## config.mk

```make
export PLATFORM = sky130hd
export DESIGN_NAME = adc_cap_scan_seq
export DESIGN_NICKNAME = d
export VERILOG_FILES = /design/src/rtl/adc_cap_pkg.sv /design/src/rtl/adc_cap_prio_enc.sv /design/src/rtl/adc_cap_scan_seq.sv
export SDC_FILE = /design/constraint.sdc
export NUM_CORES = 1
export LEC_CHECK = 0
export ABC_AREA = 0
export CORE_MARGIN = 5
export CORE_UTILIZATION = 56
export DETAILED_ROUTE_END_ITERATION = 10
export GPL_TIMING_DRIVEN = 0
export PLACE_DENSITY = 0.89
export SYNTH_ARGS = -nofsm -noshare
export SYNTH_HDL_FRONTEND = slang
export SYNTH_HIERARCHICAL = 1
export SYNTH_SLANG_ARGS = --single-unit
```

## constraint.sdc

```tcl
create_clock -name clk -period 3.6 [get_ports clk]
set_input_delay 0.36 -clock clk [delete_from_list [all_inputs] [get_ports clk]]
set_output_delay 0.36 -clock clk [all_outputs]
set_load 0.05 [all_outputs]
```

## src/rtl/adc_cap_pkg.sv

```systemverilog
// Shared types and constants for the ADC sampling-capacitor scan sequencer.
package adc_cap_pkg;

    localparam int unsigned NCH_MAX = 16;
    localparam int unsigned STATE_W = 3;

    typedef enum logic [STATE_W-1:0] {
        StIdle,
        StSel,
        StDis,
        StGap1,
        StSmp,
        StGap2,
        StHold
    } state_e;

endpackage

```

## src/rtl/adc_cap_prio_enc.sv

```systemverilog
// Lowest-set-bit priority encoder: returns index of the lowest requesting bit.
module adc_cap_prio_enc #(
    parameter int unsigned N = 8,
    parameter int unsigned W = 3
) (
    input  logic [N-1:0] req,
    output logic [W-1:0] idx,
    output logic         valid
);

    // Scan from the top so the lowest set bit wins the last assignment.
    always_comb begin
        idx = '0;
        for (int i = N - 1; i >= 0; i--) begin
            if (req[i]) begin
                idx = W'(i);
            end
        end
    end

    assign valid = |req;

endmodule

```

## src/rtl/adc_cap_scan_seq.sv

```systemverilog
// Per-channel discharge / sample / convert sequencer for the ADC input sampling caps.
module adc_cap_scan_seq
    import adc_cap_pkg::*;
#(
    parameter int unsigned NCH  = 8,
    parameter int unsigned CNTW = 8,
    parameter int unsigned CHW  = 3
) (
    input  logic            clk,
    input  logic            rst_n,
    input  logic            start,
    input  logic            abort,
    input  logic            cont,
    input  logic [NCH-1:0]  ch_mask,
    input  logic [CNTW-1:0] dis_cyc,
    input  logic [CNTW-1:0] smp_cyc,
    input  logic            conv_ack,
    output logic [NCH-1:0]  dis_en,
    output logic [NCH-1:0]  smp_en,
    output logic            conv_req,
    output logic [CHW-1:0]  ch_id,
    output logic            busy,
    output logic            done
);

    localparam logic [CNTW-1:0] CntOne = CNTW'(1);
    localparam logic [NCH-1:0]  BitOne = NCH'(1);

    state_e          state_q, state_d;
    logic [NCH-1:0]  mask_q, mask_d;
    logic [NCH-1:0]  mask_lat_q, mask_lat_d;
    logic            cont_q, cont_d;
    logic [CNTW-1:0] dis_cyc_q, dis_cyc_d;
    logic [CNTW-1:0] smp_cyc_q, smp_cyc_d;
    logic [CNTW-1:0] cnt_q, cnt_d;
    logic [CHW-1:0]  ch_id_q, ch_id_d;
    logic            done_q, done_d;

    logic [CHW-1:0]  enc_idx;
    logic            enc_valid;
    logic [CNTW-1:0] dis_load, smp_load;
    logic [NCH-1:0]  ch_onehot;

    adc_cap_prio_enc #(
        .N (NCH),
        .W (CHW)
    ) u_prio_enc (
        .req   (mask_q),
        .idx   (enc_idx),
        .valid (enc_valid)
    );

    assign dis_load = (dis_cyc_q == '0) ? CntOne : dis_cyc_q;
    assign smp_load = (smp_cyc_q == '0) ? CntOne : smp_cyc_q;

    always_comb begin
        state_d    = state_q;
        mask_d     = mask_q;
        mask_lat_d = mask_lat_q;
        cont_d     = cont_q;
        dis_cyc_d  = dis_cyc_q;
        smp_cyc_d  = smp_cyc_q;
        cnt_d      = cnt_q;
        ch_id_d    = ch_id_q;
        done_d     = 1'b0;

        unique case (state_q)
            StIdle: begin
                if (start && (ch_mask != '0)) begin
                    mask_d     = ch_mask;
                    mask_lat_d = ch_mask;
                    cont_d     = cont;
                    dis_cyc_d  = dis_cyc;
                    smp_cyc_d  = smp_cyc;
                    state_d    = StSel;
                end
            end
            StSel: begin
                if (enc_valid) begin
                    ch_id_d = enc_idx;
                    mask_d  = mask_q & ~(BitOne << enc_idx);
                    cnt_d   = dis_load;
                    state_d = StDis;
                end else begin
                    state_d = StIdle;
                end
            end
            StDis: begin
                if (cnt_q <= CntOne) begin
                    state_d = StGap1;
                end else begin
                    cnt_d = cnt_q - CntOne;
                end
            end
            StGap1: begin
                cnt_d   = smp_load;
                state_d = StSmp;
            end
            StSmp: begin
                if (cnt_q <= CntOne) begin
                    state_d = StGap2;
                end else begin
                    cnt_d = cnt_q - CntOne;
                end
            end
            StGap2: begin
                state_d = StHold;
            end
            StHold: begin
                if (conv_ack) begin
                    if (mask_q != '0) begin
                        state_d = StSel;
                    end else if (cont_q) begin
                        mask_d  = mask_lat_q;
                        state_d = StSel;
                    end else begin
                        state_d = StIdle;
                        done_d  = 1'b1;
                    end
                end
            end
            default: state_d = StIdle;
        endcase

        if (abort) begin
            state_d = StIdle;
            done_d  = 1'b0;
        end
    end

    always_ff @(posedge clk or negedge rst_n) begin
        if (!rst_n) begin
            state_q    <= StIdle;
            mask_q     <= '0;
            mask_lat_q <= '0;
            cont_q     <= 1'b0;
            dis_cyc_q  <= '0;
            smp_cyc_q  <= '0;
            cnt_q      <= '0;
            ch_id_q    <= '0;
            done_q     <= 1'b0;
        end else begin
            state_q    <= state_d;
            mask_q     <= mask_d;
            mask_lat_q <= mask_lat_d;
            cont_q     <= cont_d;
            dis_cyc_q  <= dis_cyc_d;
            smp_cyc_q  <= smp_cyc_d;
            cnt_q      <= cnt_d;
            ch_id_q    <= ch_id_d;
            done_q     <= done_d;
        end
    end

    // Switch enables decode straight from state so reset opens them without a clock.
    assign ch_onehot = BitOne << ch_id_q;
    assign dis_en    = (state_q == StDis) ? ch_onehot : '0;
    assign smp_en    = (state_q == StSmp) ? ch_onehot : '0;
    assign conv_req  = (state_q == StHold);
    assign busy      = (state_q != StIdle);
    assign ch_id     = ch_id_q;
    assign done      = done_q;

endmodule

```

==> impl_metrics.ini, run 1 <==
[cts]
cts_sinks = 48
cts_post_setup_buffers_inserted = 0
cts_hold_buf = 0
clock_insertion_delay_worst_skew_ps = 300
tritoncts.num_buffers = 5
clockRootBuffer = sky130_fd_sc_hd__clkbuf_8
clk_pin_slew_worst_paths_ps = 100
depth_of_the_cts_h_tree = 2
cts_buffer_depth = 2
cts.repair.resized = 0
cts_tree = done

[global_routing]
grt_pass1_wl_mm = 10.4
pin_count_of_the_biggest_net_entering_global_routing = 28
via_count_of_the_first_global_routing_pass = 2140
grt_antenna_before_repair = 0
globalRoute.totalOverflow = 0
grt_use_total_pct = 21.0

[synth]
fraction_of_the_mapped_netlist_area_in_compound_gates_pct = 20.6
synth-adder-area-share_pct = 0.956
ys.warnings.count = 6
synth_area_leaders = sky130_fd_sc_hd__dfrtp_1, sky130_fd_sc_hd__mux2_2, sky130_fd_sc_hd__o21ai_0
post_synth.cell_area_avg_um2 = 10.1
yosys-mux-area-fraction_pct = 11.2
number_of_flops_mapped_to_enable_cells_by_yosys = 0
synth-seq-area-share_pct = 45.9
netlist.top_cell.by_area = sky130_fd_sc_hd__dfrtp_1
synthCells = 260
synth_top_area_share_pct = 45.9
yosys.cell_types.count = 52
async_reset_ff_share_pct = 100
combinational_family_with_the_most_area_after_synthesis = compound AO/OA/AOI/OAI gates
synth_ff_type = sky130_fd_sc_hd__dfrtp_1
yosys.area_share.simple_pct = 16.5
yosys_register_bits = 48
yosys.area_share.xor_xnor_pct = 0.335
synth_area_mm2 = 0.00262
mappedNetlistNets = 292

[timing]
setup_viol_count_final = 0
whs_ps = 23.4
maxSlewHeadroom_pct = 60.5
setup_repair_after_global_routing_missed_its_margin = no
layout_worst_path_cycle_share_pct = 78.0
finalHoldViolations = 0
fin_skew_ps = 6.92
final_period_minus_worst_setup_slack_ps = 2810
fmax_mhz = 356
tightest_slew_ps = 591
report.final.slew_viol_count = 0
fin_tns_setup_ps = 0

[critical_path]
ff2ff_path_depth = 8
timing.critical_path.to_type = output port
critical_path.reg2reg.startpoint = mask_q[4]
setup.worst_path.start = state_q[0]
worstSetupPathDepth = 4
critical_path_required_ps = 3240
worstSetupStartpointType = register
timing.critical_path.fanout_max = 10
cpPeakStageDelay_ps = 830
timing.critical_path.cells = clkbuf_1 > or3_1 > nor3_1 > clkdlybuf4s50_1
timing.reg2reg.setup_slack_ps = 1490
path_delay_family = buffers and inverters
worstPathArrival_ps = 2450
count_of_buffer_and_inverter_cells_on_the_critical_path = 2
worst_path_max_delay_cell = sky130_fd_sc_hd__clkdlybuf4s50_1
criticalPathCategory = reg -> out

[power_and_ir_drop]
power-per-cell-area_mw_per_mm2 = 766
irDropWorstVdd_uv = 496
power.static_leakage_nw = 1.32

[floorplan]
fp.coreArea_mm2 = 0.00444
ioPinCount = 52
fp.dieArea_mm2 = 0.00614
start_util_pct = 58.9
die_width_um = 78.4
die_height_um = 78.4
placement_rows = 24

[drt]
route.vias.total = 2299
drtIter0Drc = 234
totalWireLength_mm = 6.27
avgRoutedWirePerCell_um = 16.9
ant_nets = 0
drcViolationCount = 0
drt-vias-per-instance = 6.18
first_pass_iters = 5

[final_layout]
most_common_cell_after_layout_fill_and_taps_aside = sky130_fd_sc_hd__clkdlybuf4s50_1
drive_above_1_share_pct = 17.2
multi_input_area_mm2 = 0.00130
areaGrowthSynthToFinish_pct = 27.8
antennaDiodeCount = 0
post_route_cell_area_mm2 = 0.00335
commonest_cells_after_routing_fill_and_taps_aside = sky130_fd_sc_hd__clkdlybuf4s50_1, sky130_fd_sc_hd__dfrtp_1, sky130_fd_sc_hd__nor2_1
fin_util_pct = 75.3
register_area_mm2 = 0.00120
fillerInstances = 315
final_net_count = 351

[placed_design]
buffer_ports.inserted = 51
gp_congestion = 0.900
placement.cell_area_mm2 = 0.00321
hpwl_mm = 4.76

[worst_hold_path]
hp-class = in -> async

[outcome]
status = complete, no violations

[job]
maxCapViolCount = 0
cells in the mapped netlist, drive strengths merged (2+ instances only):
cell,instances
a211oi,2
a21boi,2
a21o,2
a21oi,10
a221oi,4
a22oi,9
a31oi,5
and3b,2
buf,10
clkbuf,3
dfrtp,48
ha,2
inv,8
mux2,26
nand2,13
nand2b,5
nand3,2
nor2,28
nor3,12
nor3b,2
nor4,11
o21ai,31
o221a,2
o2bb2ai,2
o31a,3
or3,2
final timing paths:
kind	endpoint
setup reg to reg	mask_q[2]
setup / recovery	smp_en[0]
min in group clk	mask_lat_q[4]
hold / removal	mask_lat_q[3]
hold reg to reg	mask_lat_q[4]
max in group asynchronous	smp_cyc_q[1]
worst register-to-register path: stages (launching register included):
cell and delay [ps]:
sky130_fd_sc_hd__dfrtp_1 440, sky130_fd_sc_hd__nor4_2 310, sky130_fd_sc_hd__nand3_1 190, sky130_fd_sc_hd__nand2b_1 190
sky130_fd_sc_hd__a32o_1 220, sky130_fd_sc_hd__o211ai_1 220, sky130_fd_sc_hd__clkbuf_2 270, sky130_fd_sc_hd__o21ai_0 110
sky130_fd_sc_hd__o21ai_0 80
through the flow:
step | instances | power, mW | setup WS, ps
2_1_floorplan | 260 | 1.77 | 1130
3_3_place_gp | 363 | 2.02 | 876
3_5_place_dp | 364 | 2.08 | 1040
4_1_cts | 372 | 2.56 | 808
5_1_grt | 372 | 2.73 | 721
6_report | 372 | 2.56 | 793
cell families (layout without fill, tap and decap cells):
family | after synthesis | count (layout)
DFF | 48 | 48
and+or+nand+nor | 82 | 82
adders and majority gates | 2 | 2
buffers and inverters | 21 | 81
muxes | 26 | 26
AOI/OAI and AO/OA | 80 | 80
xor gates and xnor gates | 1 | 1
area by class of cell:
cell class,instances,area share [%]
repair buffers,52,15.7
well taps,52,1.94
flip-flops and latches,48,35.9
clock buffers,5,2.06
multi-input cells,191,38.7
clock inverters,3,2.06
plain buffers,13,2.69
inverters,8,0.898
power by group:
part           switching (mW)  internal [mW]
Combinational           0.608          0.485
Sequential              0.227          0.772
Clock                   0.192          0.280
Total                    1.03           1.54
routing by layer:
layer | global-route usage, % | routed length (µm) | vias up | part of all wire, %
li1 | - | - | 1088 | -
met1 | 28.5 | 2780 | 1097 | 44
met2 | 35.6 | 2950 | 110 | 47
met3 | 3.66 | 490 | 4 | 7.8
met4 | 4.20 | 55 | 0 | 0.88
met5 | 0 | 0 | - | 0
registers in the layout (all words and copies together), names as in the netlist:
| register | count |
|---|---|
| dis_cyc_q | 8 |
| ch_id | 3 |
| state_q | 3 |
| done | 1 |
| cnt_q | 8 |
| cont_q | 1 |
| mask_lat_q | 8 |
| smp_cyc_q | 8 |
| mask_q | 8 |
Power figures use the tool's default switching activity.
==> run 2: changes to the inputs <==
CORE_UTILIZATION = 47   (was 56)
PLACE_DENSITY = 0.8   (was 0.89)
clock period = 2.5 ns   (was 3.6 ns; I/O delays follow)
==> impl_metrics.ini, run 2 (same netlist as run 1, synthesis figures left out) <==
[timing]
report.final.slew_viol_count = 0
layout_worst_path_cycle_share_pct = 95.7
finalHoldViolations = 0
setup_repair_after_global_routing_missed_its_margin = no
maxSlewHeadroom_pct = 61.7
fin_skew_ps = 7.47
tightest_slew_ps = 570
setup_ws_ps = 108
fin_tns_setup_ps = 0
final_period_minus_worst_setup_slack_ps = 2390
fmax_mhz = 418
setup_viol_count_final = 0
whs_ps = 455

[global_routing]
globalRoute.totalOverflow = 0
grt_pass1_wl_mm = 10.5
grt_antenna_before_repair = 0
pin_count_of_the_biggest_net_entering_global_routing = 28
grt_use_total_pct = 17.9
via_count_of_the_first_global_routing_pass = 2160

[floorplan]
placement_rows = 27
fp.coreArea_mm2 = 0.00547
ioPinCount = 52
die_height_um = 84.6
die_width_um = 84.6
fp.dieArea_mm2 = 0.00716
start_util_pct = 47.8

[critical_path]
setup.worst_path.start = state_q[0]
timing.critical_path.cells = clkbuf_1 > or3_1 > nor3_1 > dlygate4sd2_1
criticalPathCategory = reg -> out
critical_path.reg2reg.startpoint = mask_q[4]
worstPathArrival_ps = 2140
worstSetupStartpointType = register
timing.critical_path.to_type = output port
critical_path_required_ps = 2250
cpPeakStageDelay_ps = 550
timing.critical_path.fanout_max = 10
worst_path_max_delay_cell = sky130_fd_sc_hd__dlygate4sd2_1

[cts]
tritoncts.num_buffers = 5
cts_buffer_depth = 2
depth_of_the_cts_h_tree = 2
cts_sinks = 48
clock_insertion_delay_worst_skew_ps = 310
cts_tree = done
clockRootBuffer = sky130_fd_sc_hd__clkbuf_8
clk_pin_slew_worst_paths_ps = 90

[final_layout]
fillerInstances = 488
final_net_count = 352
commonest_cells_after_routing_fill_and_taps_aside = sky130_fd_sc_hd__dfrtp_1, sky130_fd_sc_hd__clkdlybuf4s50_1, sky130_fd_sc_hd__nor2_1
fin_util_pct = 61.1
areaGrowthSynthToFinish_pct = 27.7
antennaDiodeCount = 0
drive_above_1_share_pct = 16.8
most_common_cell_after_layout_fill_and_taps_aside = sky130_fd_sc_hd__dfrtp_1

[drt]
first_pass_iters = 4
totalWireLength_mm = 6.17
drcViolationCount = 0
drt-vias-per-instance = 5.78
drtIter0Drc = 222
route.vias.total = 2272
avgRoutedWirePerCell_um = 15.7
ant_nets = 0

[placed_design]
buffer_ports.inserted = 51
pre_cts_slack_ps = 67.5
hpwl_mm = 4.60
gp_congestion = 0.913

[outcome]
status = complete, no violations

[power_and_ir_drop]
irDropWorstVdd_uv = 449
power-per-cell-area_mw_per_mm2 = 1040
power.static_leakage_nw = 1.48

[worst_hold_path]
hp-class = in -> async

[job]
maxCapViolCount = 0
-- run 2: routing by layer --
metal,routed length [µm],track usage [%],vias up
met4,107,6.62,0
met2,2770,27.8,80
met5,0,0,-
met3,456,3.73,11
li1,-,-,1086
met1,2840,24.7,1095
-- run 2: metrics by stage --
step / std cells / power, mW / area (µm²)
after floorplan: 260 / 2.54 / 2620
after global placement: 383 / 2.94 / 3220
after detailed placement: 384 / 2.99 / 3230
after CTS: 393 / 3.47 / 3320
after global routing: 393 / 3.75 / 3340
final: 393 / 3.47 / 3340
-- run 2: cell type report --
cell class	count	area (µm²)	area share [%]
timing repair buffer	53	541	16.2
multi-input combinational	191	1300	38.8
inverter	8	30.0	0.899
clock inverter	1	7.51	0.225
sequential	48	1200	35.9
tap	72	90.1	2.70
clock buffer	7	86.3	2.58
buffer	13	90.1	2.70
-- run 2: path summary, 6_finish.rpt --
check | to | slack [ps] | depth (start not counted)
max | smp_en[0] | 110 | 4
min | smp_cyc_q[2] | 450 | 2
max reg2reg | mask_q[2] | 370 | 8
min reg2reg | mask_lat_q[7] | 510 | 1
max in group asynchronous | mask_q[7] | 1520 | 3
min in group clk | mask_lat_q[7] | 510 | 1
-- run 2: timing repair --
action / in CTS / in global routing
setup buffers: 0 / 0
setup endpoints to repair: 10 / 7
gates resized for setup: 10 / 7
hold buffers: 1 / 0
hold endpoints to repair: 21 / 0
-- run 2: power by group --
group / internal (mW) / total (mW) / leakage [nW] / switching [mW]
Clock: 0.225 / 0.485 / 0.0445 / 0.260
Sequential: 1.11 / 1.44 / 0.577 / 0.331
Combinational: 0.691 / 1.55 / 0.861 / 0.856
Total: 2.03 / 3.47 / 1.48 / 1.45
-- run 2: critical path: cells and delay by family, from the launching register on --
| kind | cells | cell delay, ps |
|---|---|---|
| buf+inv | 2 | 770 |
| flops | 1 | 450 |
| simple gates | 2 | 610 |
